==> config.mk <==
export PLATFORM = sky130hd
export DESIGN_NAME = pipelined_carry_select_adder
export DESIGN_NICKNAME = d
export VERILOG_FILES = /design/src/rtl/pipelined_carry_select_adder.sv
export SDC_FILE = /design/constraint.sdc
export NUM_CORES = 1
export LEC_CHECK = 0
export CORE_MARGIN = 8
export CORE_UTILIZATION = 30
export CTS_BUF_LIST = sky130_fd_sc_hd__clkbuf_8
export DETAILED_ROUTE_END_ITERATION = 8
export GPL_ROUTABILITY_DRIVEN = 0
export SLEW_MARGIN = 20
export SYNTH_ARGS = -nofsm -noshare
export SYNTH_HDL_FRONTEND = slang
export SYNTH_SLANG_ARGS = --single-unit
==> constraint.sdc <==
create_clock -name clk -period 3.1 [get_ports clk]
set_clock_uncertainty 0.05 [all_clocks]
set_input_delay 0.62 -clock clk [delete_from_list [all_inputs] [get_ports clk]]
set_output_delay 0.62 -clock clk [all_outputs]
set_load 0.1 [all_outputs]
==> src/rtl/pipelined_carry_select_adder.sv <==
// ---------------------------------------------------------------------------
// pipelined_carry_select_adder
//
// Pipelined carry-select adder: sum = a + b + cin (mod 2^WIDTH).
// The operands are cut into NBLK = WIDTH/BLK blocks. Stage k adds block k
// twice (carry-in 0 and carry-in 1) and picks one result with the carry
// registered by stage k-1, so each stage is a BLK-bit add plus a 2:1 mux.
// One add enters per clock; a single global advance signal stalls every
// stage together under back-pressure.
//
// Ports
//   clk        rising-edge clock
//   rst        synchronous active-high reset (clears valids and data)
//   in_valid   a/b/cin valid this cycle
//   in_ready   adder accepts input this cycle (= global advance)
//   a, b       WIDTH-bit operands (unsigned or two's complement)
//   cin        carry in
//   out_valid  sum/cout/ovf valid
//   out_ready  downstream accepts the result
//   sum        (a + b + cin) mod 2^WIDTH
//   cout       carry out of the MSB
//   ovf        signed overflow (carry into MSB XOR carry out of MSB)
// ---------------------------------------------------------------------------
module pipelined_carry_select_adder #(
    parameter int WIDTH = 16,
    parameter int BLK   = 4
) (
    input  logic             clk,
    input  logic             rst,
    input  logic             in_valid,
    output logic             in_ready,
    input  logic [WIDTH-1:0] a,
    input  logic [WIDTH-1:0] b,
    input  logic             cin,
    output logic             out_valid,
    input  logic             out_ready,
    output logic [WIDTH-1:0] sum,
    output logic             cout,
    output logic             ovf
);

    localparam int NBLK = WIDTH / BLK;

    // BLK-bit add with explicit carry-in; bit BLK is the block carry-out.
    function automatic logic [BLK:0] blk_add(input logic [BLK-1:0] x,
                                             input logic [BLK-1:0] y,
                                             input logic           c);
        return {1'b0, x} + {1'b0, y} + {{BLK{1'b0}}, c};
    endfunction

    logic adv;

    // Stage registers. Operands travel with the beat so later stages can
    // pick up their slice; res holds the already-resolved low blocks.
    logic [WIDTH-1:0] a_q     [NBLK];
    logic [WIDTH-1:0] b_q     [NBLK];
    logic [WIDTH-1:0] res_q   [NBLK];
    logic             carry_q [NBLK];
    logic             valid_q [NBLK];

    logic [WIDTH-1:0] a_d     [NBLK];
    logic [WIDTH-1:0] b_d     [NBLK];
    logic [WIDTH-1:0] res_d   [NBLK];
    logic             carry_d [NBLK];
    logic             valid_d [NBLK];

    // What each stage sees: stage 0 takes the ports, stage k the regs of k-1.
    logic [WIDTH-1:0] st_a    [NBLK];
    logic [WIDTH-1:0] st_b    [NBLK];
    logic [WIDTH-1:0] st_res  [NBLK];
    logic             st_c    [NBLK];
    logic             st_v    [NBLK];

    logic [BLK:0]     sum0    [NBLK];
    logic [BLK:0]     sum1    [NBLK];
    logic [BLK:0]     sel     [NBLK];

    assign adv      = !out_valid || out_ready;
    assign in_ready = adv;

    always_comb begin
        st_a[0]   = a;
        st_b[0]   = b;
        st_res[0] = '0;
        st_c[0]   = cin;
        st_v[0]   = in_valid;
        for (int k = 1; k < NBLK; k++) begin
            st_a[k]   = a_q[k-1];
            st_b[k]   = b_q[k-1];
            st_res[k] = res_q[k-1];
            st_c[k]   = carry_q[k-1];
            st_v[k]   = valid_q[k-1];
        end
    end

    always_comb begin
        for (int k = 0; k < NBLK; k++) begin
            sum0[k]    = blk_add(st_a[k][k*BLK +: BLK], st_b[k][k*BLK +: BLK], 1'b0);
            sum1[k]    = blk_add(st_a[k][k*BLK +: BLK], st_b[k][k*BLK +: BLK], 1'b1);
            sel[k]     = st_c[k] ? sum1[k] : sum0[k];
            a_d[k]     = st_a[k];
            b_d[k]     = st_b[k];
            res_d[k]   = st_res[k];
            res_d[k][k*BLK +: BLK] = sel[k][BLK-1:0];
            carry_d[k] = sel[k][BLK];
            valid_d[k] = st_v[k];
        end
    end

    // All stages load together on adv and hold together when stalled.
    always_ff @(posedge clk) begin
        if (rst) begin
            for (int k = 0; k < NBLK; k++) begin
                a_q[k]     <= '0;
                b_q[k]     <= '0;
                res_q[k]   <= '0;
                carry_q[k] <= 1'b0;
                valid_q[k] <= 1'b0;
            end
        end else if (adv) begin
            for (int k = 0; k < NBLK; k++) begin
                a_q[k]     <= a_d[k];
                b_q[k]     <= b_d[k];
                res_q[k]   <= res_d[k];
                carry_q[k] <= carry_d[k];
                valid_q[k] <= valid_d[k];
            end
        end
    end

    assign out_valid = valid_q[NBLK-1];
    assign sum       = res_q[NBLK-1];
    assign cout      = carry_q[NBLK-1];
    // Carry into the MSB is recovered from the MSB sum bit and its operands.
    assign ovf       = a_q[NBLK-1][WIDTH-1] ^ b_q[NBLK-1][WIDTH-1]
                     ^ res_q[NBLK-1][WIDTH-1] ^ carry_q[NBLK-1];

endmodule

==> out/results.ini, run 1 <==
[global_route]
global_route.usage.met1_pct = 8.733
antenna_found_initial = 0
met2_usage_pct = 13.11
grt_max_degree = 80
grt.overflow.total = 0
grt_first_pass_wirelength_mm = 12.14
gr-max-usage-layer = met2
m3_gr_usage_pct = 2.995
grt_usage_pct = 7.790
first_global_vias = 2602

[pwr]
vdd_ir_drop_max_mv = 0.2552
power_per_cell_area_nw_per_um2 = 500.8
power_uw = 2775
p_leak_uw = 0.002298

[floorplanning]
fp.dieH_um = 138.9
row_count = 45
number_of_top_level_pins = 57
die_area_um2 = 19290
floorplan.initialDensity_pct = 30.26
die_w_um = 138.9
design.core.area_um2 = 14980

[critical_path]
critical_path.top_delay_family = adder cells
setup.worst_path.class = in2reg
critPathSlowestCell = fa_1
timing.critical_path.arrival_ns = 2.96
worstSetupStartpointType = input pin
crit_top_cell = ha_1
critical_path_peak_fanout = 2
crit_path_end_kind = register
critical_path.cell_chain = clkdlybuf4s50_1 -> ha_1 -> fa_1 -> ha_1 -> and3b_1 -> mux2_2 -> a211o_1 -> a22oi_1 -> a21oi_1
cp.buffers_inverters = 1
slowest_delay_ns = 0.47
crit_required_ns = 3.16

[drt]
post_drt_wl_per_cell_um = 12.29
first_iter_violations = 162
routed-via-count = 2504
drt_first_pass_iters = 4
average_via_count_per_standard_cell = 4.325
post-route-drc-count = 0
wl_mm = 7.116
drtAntennaViolNets = 0

[synth]
mappedNetlistArea_um2 = 4532
synth_top_cell_area_share_pct = 64.94
syn-num-nets = 384
synthesis.instances = 323
post-synth-top-area-cell = edfxtp_1
yosysUniqueCellTypes = 33
post_synth_main_area_contributors = edfxtp_1 65%, and2_1 11%, ha_1 5.5%
synthArstFlopShare_pct = 0
number_of_enable_flip_flop_cells_after_synthesis = 98
seq_area_frac_synth_pct = 64.94
yosysWarnings = 0
post_synth.cell_area_avg_um2 = 14.03
ys_dominant_reg_cell = edfxtp_1
total_of_flip_flops_plus_latches_after_synthesis = 98

[timing]
max_slew_margin_pct = 57.23
final-setup-viol-count = 0
finalWorstPathRequiredPeriod_ns = 2.901
report.final.hold_viol_count = 0
layout_worst_path_cycle_share_pct = 93.58
fin_ws_ns = 0.1989
tightest_slew_ns = 0.6415
final-max-slew-violation-count = 0
fin_tns_setup_ns = 0
setup_repair_after_global_routing_missed_its_margin = no
achievable-frequency_mhz = 344.7

[clocking]
clock_tree_from_tritoncts = yes
clk_latency_ns = 0.36
clkSlewWorstSetupHoldPaths_ns = 0.11
numClockSinks = 98
clockRootBuffer = clkbuf_8
clock_tree.buffer_depth = 2
cts.hold.buffers_added = 0
numCtsBuffers = 9
clock_tree.htree_level_count = 3
cts.repair_timing.setup_buffer_count = 0
cts_resized = 0

[job]
timing.max_cap.violations = 0

[placement]
place.detailed.hpwl_mm = 4.916
dp.cells = 563
place_ws_ns = -0.1668
placed_area_um2 = 5356
port-buffer-count = 56

[layout]
final_layout_size_suffix_gt1_share_pct = 12.79
layout_overhead_on_the_synthesized_area_pct = 22.28
antenna_cells = 0
final-instance-count-excl-fill = 579
nets = 447
design_area_um2 = 5542

[hold_path]
holdCritPathClass = reg2reg

[run_status]
run_status = completed

## synth_stat cells (2+ instances only)
master	instances
a31oi_1	2
nand4_1	2
xor2_1	5
nand2_1	5
nand4b_1	2
clkbuf_1	11
a211oi_1	2
a21o_1	4
nor3_1	3
o21ai_0	5
a21oi_1	8
mux2i_1	4
fa_1	4
nand3_1	2
edfxtp_1	98
and2_1	79
nand2b_1	2
nor2_1	19
nor2b_1	3
and3b_1	3
nor3b_1	2
xnor2_1	19
ha_1	20
mux2_2	3
inv_1	8
## worst reg2reg max path, stage by stage, from the launching register on
cell      delay (ns)
edfxtp_1        0.38
ha_1            0.23
fa_1            0.48
ha_1            0.24
and3b_1         0.19
o21ai_0         0.20
nand4b_1        0.13
a21oi_1         0.15
a211oi_1        0.08
## cells in the final DEF (no fill, tap or decap), drive strengths merged, types with 3 or more instances in the layout
cell / synthesis / final
a21o: 4 / 4
a21oi: 9 / 9
and2: 79 / 79
and3b: 3 / 3
buf: 0 / 27
clkbuf: 11 / 9
clkdlybuf4s50: 0 / 36
clkinv: 0 / 3
edfxtp: 98 / 98
fa: 4 / 4
ha: 20 / 20
inv: 8 / 11
mux2: 3 / 3
mux2i: 4 / 4
nand2: 5 / 5
nor2: 19 / 19
nor2b: 3 / 3
nor3: 3 / 3
o21ai: 5 / 5
xnor2: 19 / 19
xor2: 5 / 5
## flip-flops by register name, summed over array words and instances, names as in the netlist
signal	cells
a_q	25
b_q	25
carry_q	4
res_q	40
valid_q	4
## cells by family (layout without fill, tap and decap cells)
kind of cell | count (synthesis) | count (layout) | synth area share (%)
AND/OR/NAND/NOR | 125 | 125 | 16.15
flip-flops | 98 | 98 | 64.94
AO/OA/AOI/OAI | 26 | 26 | 3.783
adder cells (fa/ha/maj) | 24 | 24 | 7.289
XOR/XNOR | 24 | 24 | 4.638
buffers and inverters | 19 | 87 | 1.574
multiplexers | 7 | 7 | 1.629
## layer usage
metal / wire, um / share of wire (%) / up-vias
met1: 3105 / 44 / 1178
li1: - / - / 1273
met5: 0 / 0 / -
met2: 3508 / 49 / 43
met4: 106 / 1.5 / 0
met3: 397 / 5.6 / 10
## per-stage QoR
stage	hold slack, ns	utilization, %
finish	0.4686	37.00
global route	0.4859	37.00
CTS	0.4731	37.00
detailed placement	0.4525	35.76
global placement	0.4519	35.76
floorplan	0.4467	-
## where the power goes
group,switching [uW],total (uW),internal [uW]
Combinational,251,423,171
Sequential,26.9,1580,1550
Clock,467,775,307
Total,746,2780,2030
## final timing paths
kind	slack, ns	cells past startpoint	endpoint	startpoint
max	0.20	9	carry_q[0]	a[0]
min	0.47	1	res_q[3][3]	res_q[2][3]
max reg2reg	0.70	8	carry_q[2]	a_q[1][8]
min reg2reg	0.47	1	res_q[3][3]	res_q[2][3]
## cell type report
cell class | instances | area (um2)
Sequential cell | 98 | 2943
Fill cell | 1445 | 9435
Inverter | 8 | 30.03
Clock inverter | 7 | 61.31
Tap cell | 188 | 235.2
Timing Repair Buffer | 63 | 613.1
Multi-Input combinational cell | 206 | 1535
Clock buffer | 9 | 123.9
Power figures use the tool's default switching activity.
==> run 2: changes to the inputs <==
--- a/config.mk
+++ b/config.mk
@@ -10,7 +10,7 @@
 export CTS_BUF_LIST = sky130_fd_sc_hd__clkbuf_8
 export DETAILED_ROUTE_END_ITERATION = 8
 export GPL_ROUTABILITY_DRIVEN = 0
-export SLEW_MARGIN = 20
+export MAX_ROUTING_LAYER = met4
 export SYNTH_ARGS = -nofsm -noshare
 export SYNTH_HDL_FRONTEND = slang
 export SYNTH_SLANG_ARGS = --single-unit
==> out/results.ini, run 2 (synthesis results as in run 1) <==
[layout]
final-instance-count-excl-fill = 579
max_flop_register = res_q
layout_overhead_on_the_synthesized_area_pct = 22.28
nets = 447
final_layout_size_suffix_gt1_share_pct = 12.79
layout.cells.most_common_list = 98 x edfxtp_1, 79 x and2_1, 36 x clkdlybuf4s50_1
layout.cells.most_common = edfxtp_1
largest_reg_flops = 40
biggestRegsByFlops = res_q: 40 flops, a_q: 25 flops, b_q: 25 flops
antenna_cells = 0

[floorplanning]
design.core.area_um2 = 14980
row_count = 45
floorplan.initialDensity_pct = 30.26
number_of_top_level_pins = 57
die_w_um = 138.9
die_area_um2 = 19290
fp.dieH_um = 138.9

[hold_path]
hold_path.startpoint = res_q[2][3]
holdCritPathClass = reg2reg

[clocking]
clock_tree_from_tritoncts = yes
clock_tree.buffer_depth = 2
numCtsBuffers = 9
numClockSinks = 98
clockRootBuffer = clkbuf_8
clock_tree.htree_level_count = 3
cts.repair_timing.setup_buffer_count = 0
clk_latency_ns = 0.36
cts.hold.buffers_added = 0
cts_resized = 0
clkSlewWorstSetupHoldPaths_ns = 0.11

[timing]
report.final.hold_viol_count = 0
fin_ws_ns = 0.1907
setup_repair_after_global_routing_missed_its_margin = no
tightest_slew_ns = 0.6343
final-setup-viol-count = 0
finalWorstPathRequiredPeriod_ns = 2.909
achievable-frequency_mhz = 343.7
final-max-slew-violation-count = 0
max_slew_margin_pct = 57.71
layout_worst_path_cycle_share_pct = 93.85

[critical_path]
crit_top_cell = ha_1
worstSetupStartpointType = input pin
critical_path.startpoint = a[0]
slowest_delay_ns = 0.47
setup.worst_path.class = in2reg
critical_path_peak_fanout = 2
critPathSlowestCell = fa_1
crit_path_end_kind = register
timing.critical_path.arrival_ns = 2.97
crit_required_ns = 3.16
critical_path.cell_chain = clkdlybuf4s50_1 -> ha_1 -> fa_1 -> ha_1 -> and3b_1 -> mux2_2 -> a211o_1 -> a22oi_1 -> a21oi_1
worstReg2RegStart = a_q[1][8]
critical_path.top_delay_family = adder cells
cp.buffers_inverters = 1
regToRegSetupSlack_ns = 0.70

[pwr]
p_leak_uw = 0.002298
power_uw = 2775
power_switching_share_pct = 26.86
power_per_cell_area_nw_per_um2 = 500.8
pwr-share-comb_pct = 15.2
p_clk_share_pct = 27.9
vdd_ir_drop_max_mv = 0.2544
p_int_uw = 2030
power_switching_uw = 745.4
pwr-share-seq_pct = 56.9

[job]
timing.max_cap.violations = 0

[global_route]
grt_first_pass_wirelength_mm = 12.11
grt_max_degree = 80
antenna_found_initial = 0
first_global_vias = 2601
grt.overflow.total = 0
grt_usage_pct = 8.000

[drt]
post_drt_wl_per_cell_um = 12.33
routed-via-count = 2511
average_via_count_per_standard_cell = 4.337
wl_mm = 7.137
first_iter_violations = 169
post-route-drc-count = 0
drtAntennaViolNets = 0
drt_first_pass_iters = 5

[placement]
port-buffer-count = 56
place_ws_ns = -0.1668
place.detailed.hpwl_mm = 4.916
dp.cells = 563

[run_status]
run_status = completed

[run 2: metrics by stage]
step           util (%)  area [um2]  hold WS [ns]  setup TNS [ns]
3_3_place_gp      35.76        5356        0.4519        -0.04757
6_report          37.00        5542        0.4686               0
4_1_cts           37.00        5542        0.4731               0
2_1_floorplan         -        4542        0.4467               0
5_1_grt           37.00        5542        0.4886               0
3_5_place_dp      35.76        5356        0.4525         -0.1668
[run 2: layer usage]
metal | global-route usage, % | vias to the layer above | part of all wire [%]
met3 | 2.547 | 9 | 4.3
met5 | - | - | 0
met2 | 13.09 | 46 | 50
met1 | 8.987 | 1183 | 45
met4 | 3.120 | 0 | 1.1
li1 | - | 1273 | -
[run 2: power groups by stage]
| stage | Combinational [uW] | Clock [uW] | Sequential [uW] |
|---|---|---|---|
| floorplan | 200 | 0 | 1710 |
| global placement | 418 | 0 | 1610 |
| detailed placement | 428 | 0 | 1610 |
| CTS | 429 | 808 | 1580 |
| global route | 461 | 864 | 1590 |
| finish | 423 | 774 | 1580 |
[run 2: cell type report]
type | count | area (um2)
well taps | 188 | 235.2
multi-input cells | 206 | 1535
clock inverters | 7 | 61.31
repair buffers | 63 | 613.1
fillers | 1445 | 9435
flip-flops and latches | 98 | 2943
clock buffers | 9 | 123.9
inverters | 8 | 30.03
[run 2: path summary, 6_finish.rpt]
kind / endpoint / cells past startpoint
setup / recovery: carry_q[0] / 9
setup reg to reg: carry_q[2] / 8
hold / removal: res_q[3][3] / 1
hold reg to reg: res_q[3][3] / 1
[run 2: worst reg2reg max path, stage by stage (launching register included)]
cell and delay, ns:
edfxtp_1 0.38, ha_1 0.23, fa_1 0.48, ha_1 0.24, and3b_1 0.19, o21ai_0 0.20, nand4b_1 0.13, a21oi_1 0.15
a211oi_1 0.08
==> run 3: changes to the inputs <==
--- a/config.mk
+++ b/config.mk
@@ -11,6 +11,7 @@
 export DETAILED_ROUTE_END_ITERATION = 8
 export GPL_ROUTABILITY_DRIVEN = 0
 export MAX_ROUTING_LAYER = met4
+export REMOVE_ABC_BUFFERS = 1
 export SYNTH_ARGS = -nofsm -noshare
 export SYNTH_HDL_FRONTEND = slang
 export SYNTH_SLANG_ARGS = --single-unit
==> out/results.ini, run 3 (synthesis results as in run 1) <==
[run_status]
run_status = completed

[clocking]
clock_tree_from_tritoncts = yes
cts_resized = 0
clkSlewWorstSetupHoldPaths_ns = 0.11
numCtsBuffers = 9
clock_tree.buffer_depth = 2
clockRootBuffer = clkbuf_8
cts.hold.buffers_added = 0
clock_tree.htree_level_count = 3
cts.repair_timing.setup_buffer_count = 0
numClockSinks = 98
clk_latency_ns = 0.37

[hold_path]
holdCritPathClass = reg2reg
min_path_cells = 1
timing.hold.worst_endpoint = b_q[1][15]
hold_path.startpoint = b_q[0][15]

[critical_path]
timing.reg2reg.worst_path_depth = 7
crit_path_end_kind = register
worstSetupStartpointType = input pin
crit_required_ns = 3.13
timing.critical_path.arrival_ns = 2.94
setup.worst_path.class = in2reg
critical_path_peak_fanout = 3
regToRegSetupSlack_ns = 0.75
worstReg2RegStart = a_q[1][8]
critical_path.reg2reg.endpoint = carry_q[2]

[drt]
routed-via-count = 2411
wl_mm = 6.662
drt_first_pass_iters = 4
drtAntennaViolNets = 0
average_via_count_per_standard_cell = 4.193
post-route-drc-count = 0
post_drt_wl_per_cell_um = 11.59
first_iter_violations = 136

[timing]
finalWorstPathRequiredPeriod_ns = 2.913
fin_tns_setup_ns = 0
report.final.hold_viol_count = 0
achievable-frequency_mhz = 343.2
tightest_slew_ns = 0.8358
layout_worst_path_cycle_share_pct = 93.98
final-max-slew-violation-count = 0
max_slew_margin_pct = 44.28
setup_repair_after_global_routing_missed_its_margin = no
final-setup-viol-count = 0

[placement]
place.detailed.hpwl_mm = 4.382
port-buffer-count = 56

[floorplanning]
number_of_top_level_pins = 57
floorplan.initialDensity_pct = 30.26
design.core.area_um2 = 14980
row_count = 45
die_w_um = 138.9
fp.dieH_um = 138.9
die_area_um2 = 19290

[layout]
final_layout_size_suffix_gt1_share_pct = 11.63
layout_overhead_on_the_synthesized_area_pct = 21.07
fillers = 1459
largest_reg_flops = 40
layout.cells.most_common_list = 98 x edfxtp_1, 79 x and2_1, 36 x clkdlybuf4s50_1
nets = 443
antenna_cells = 0
multiInputGateArea_um2 = 1528
biggestRegsByFlops = res_q: 40 flops, a_q: 25 flops, b_q: 25 flops
seq_area_um2 = 2943
layout.cells.most_common = edfxtp_1
max_flop_register = res_q

[global_route]
grt_usage_pct = 7.561
grt_first_pass_wirelength_mm = 11.38
grt_max_degree = 99
grt.overflow.total = 0
first_global_vias = 2485
antenna_found_initial = 0

[pwr]
p_leak_uw = 0.002262
vdd_ir_drop_max_mv = 0.1667
power_uw = 2752
power_per_cell_area_nw_per_um2 = 501.7

[job]
timing.max_cap.violations = 0

==> run 3: changes by cell type in the layout (fill, tap and decap cells not counted), sizes merged <==
cell / delta
clkinv: -1
inv: +1
buf: -4
==> run 3: final cells by class <==
| type | instances | share of cell area (%) |
|---|---|---|
| timing repair buffer | 59 | 10.40 |
| multi-input combinational | 206 | 27.85 |
| clock buffer | 9 | 2.258 |
| tap | 188 | 4.287 |
| inverter | 8 | 0.5473 |
| sequential | 98 | 53.64 |
| clock inverter | 7 | 1.026 |
==> run 3: how the worst max path moves through the flow <==
stage	start	end	slack (ns)
floorplan	valid_q[3]	res_q[3][15]	-0.82
global placement	a[0]	carry_q[0]	-0.11
detailed placement	a[0]	carry_q[0]	-0.19
CTS	a[0]	carry_q[0]	0.21
global route	b[0]	carry_q[0]	0.11
finish	a[0]	carry_q[0]	0.19
==> run 3: critical path, stage by stage <==
cell	delay (ns)
clkdlybuf4s50_1	0.40
ha_1	0.23
fa_1	0.47
ha_1	0.25
and3b_1	0.18
mux2_2	0.26
a211o_1	0.29
a22oi_1	0.15
a21oi_1	0.09
==> run 3: layer usage <==
layer  share of wire, %  track usage (%)  up-vias
met5                  0                -        -
met4                2.8            5.026        0
met2                 46            11.76       49
li1                   -                -     1259
met1                 48            8.539     1088
met3                3.6            1.893       15
==> run 3: stage by stage <==
step / cells / worst slack, ns / instance area, um2 / hold WS (ns) / utilization [%]
floorplan: 312 / -0.8220 / 4491 / 0.4467 / -
global placement: 559 / -0.1051 / 5306 / 0.4495 / 35.43
detailed placement: 559 / -0.1928 / 5306 / 0.4532 / 35.43
CTS: 575 / 0.2143 / 5487 / 0.4611 / 36.63
global route: 575 / 0.1139 / 5487 / 0.4793 / 36.63
finish: 575 / 0.1865 / 5487 / 0.4576 / 36.63
==> run 3: report_power, final <==
| part | switching [uW] | leakage (uW) | internal [uW] | total (uW) |
|---|---|---|---|---|
| clock network | 461 | 0.0000910 | 303 | 764 |
| registers | 25.6 | 0.00116 | 1550 | 1580 |
| logic | 246 | 0.00101 | 166 | 411 |
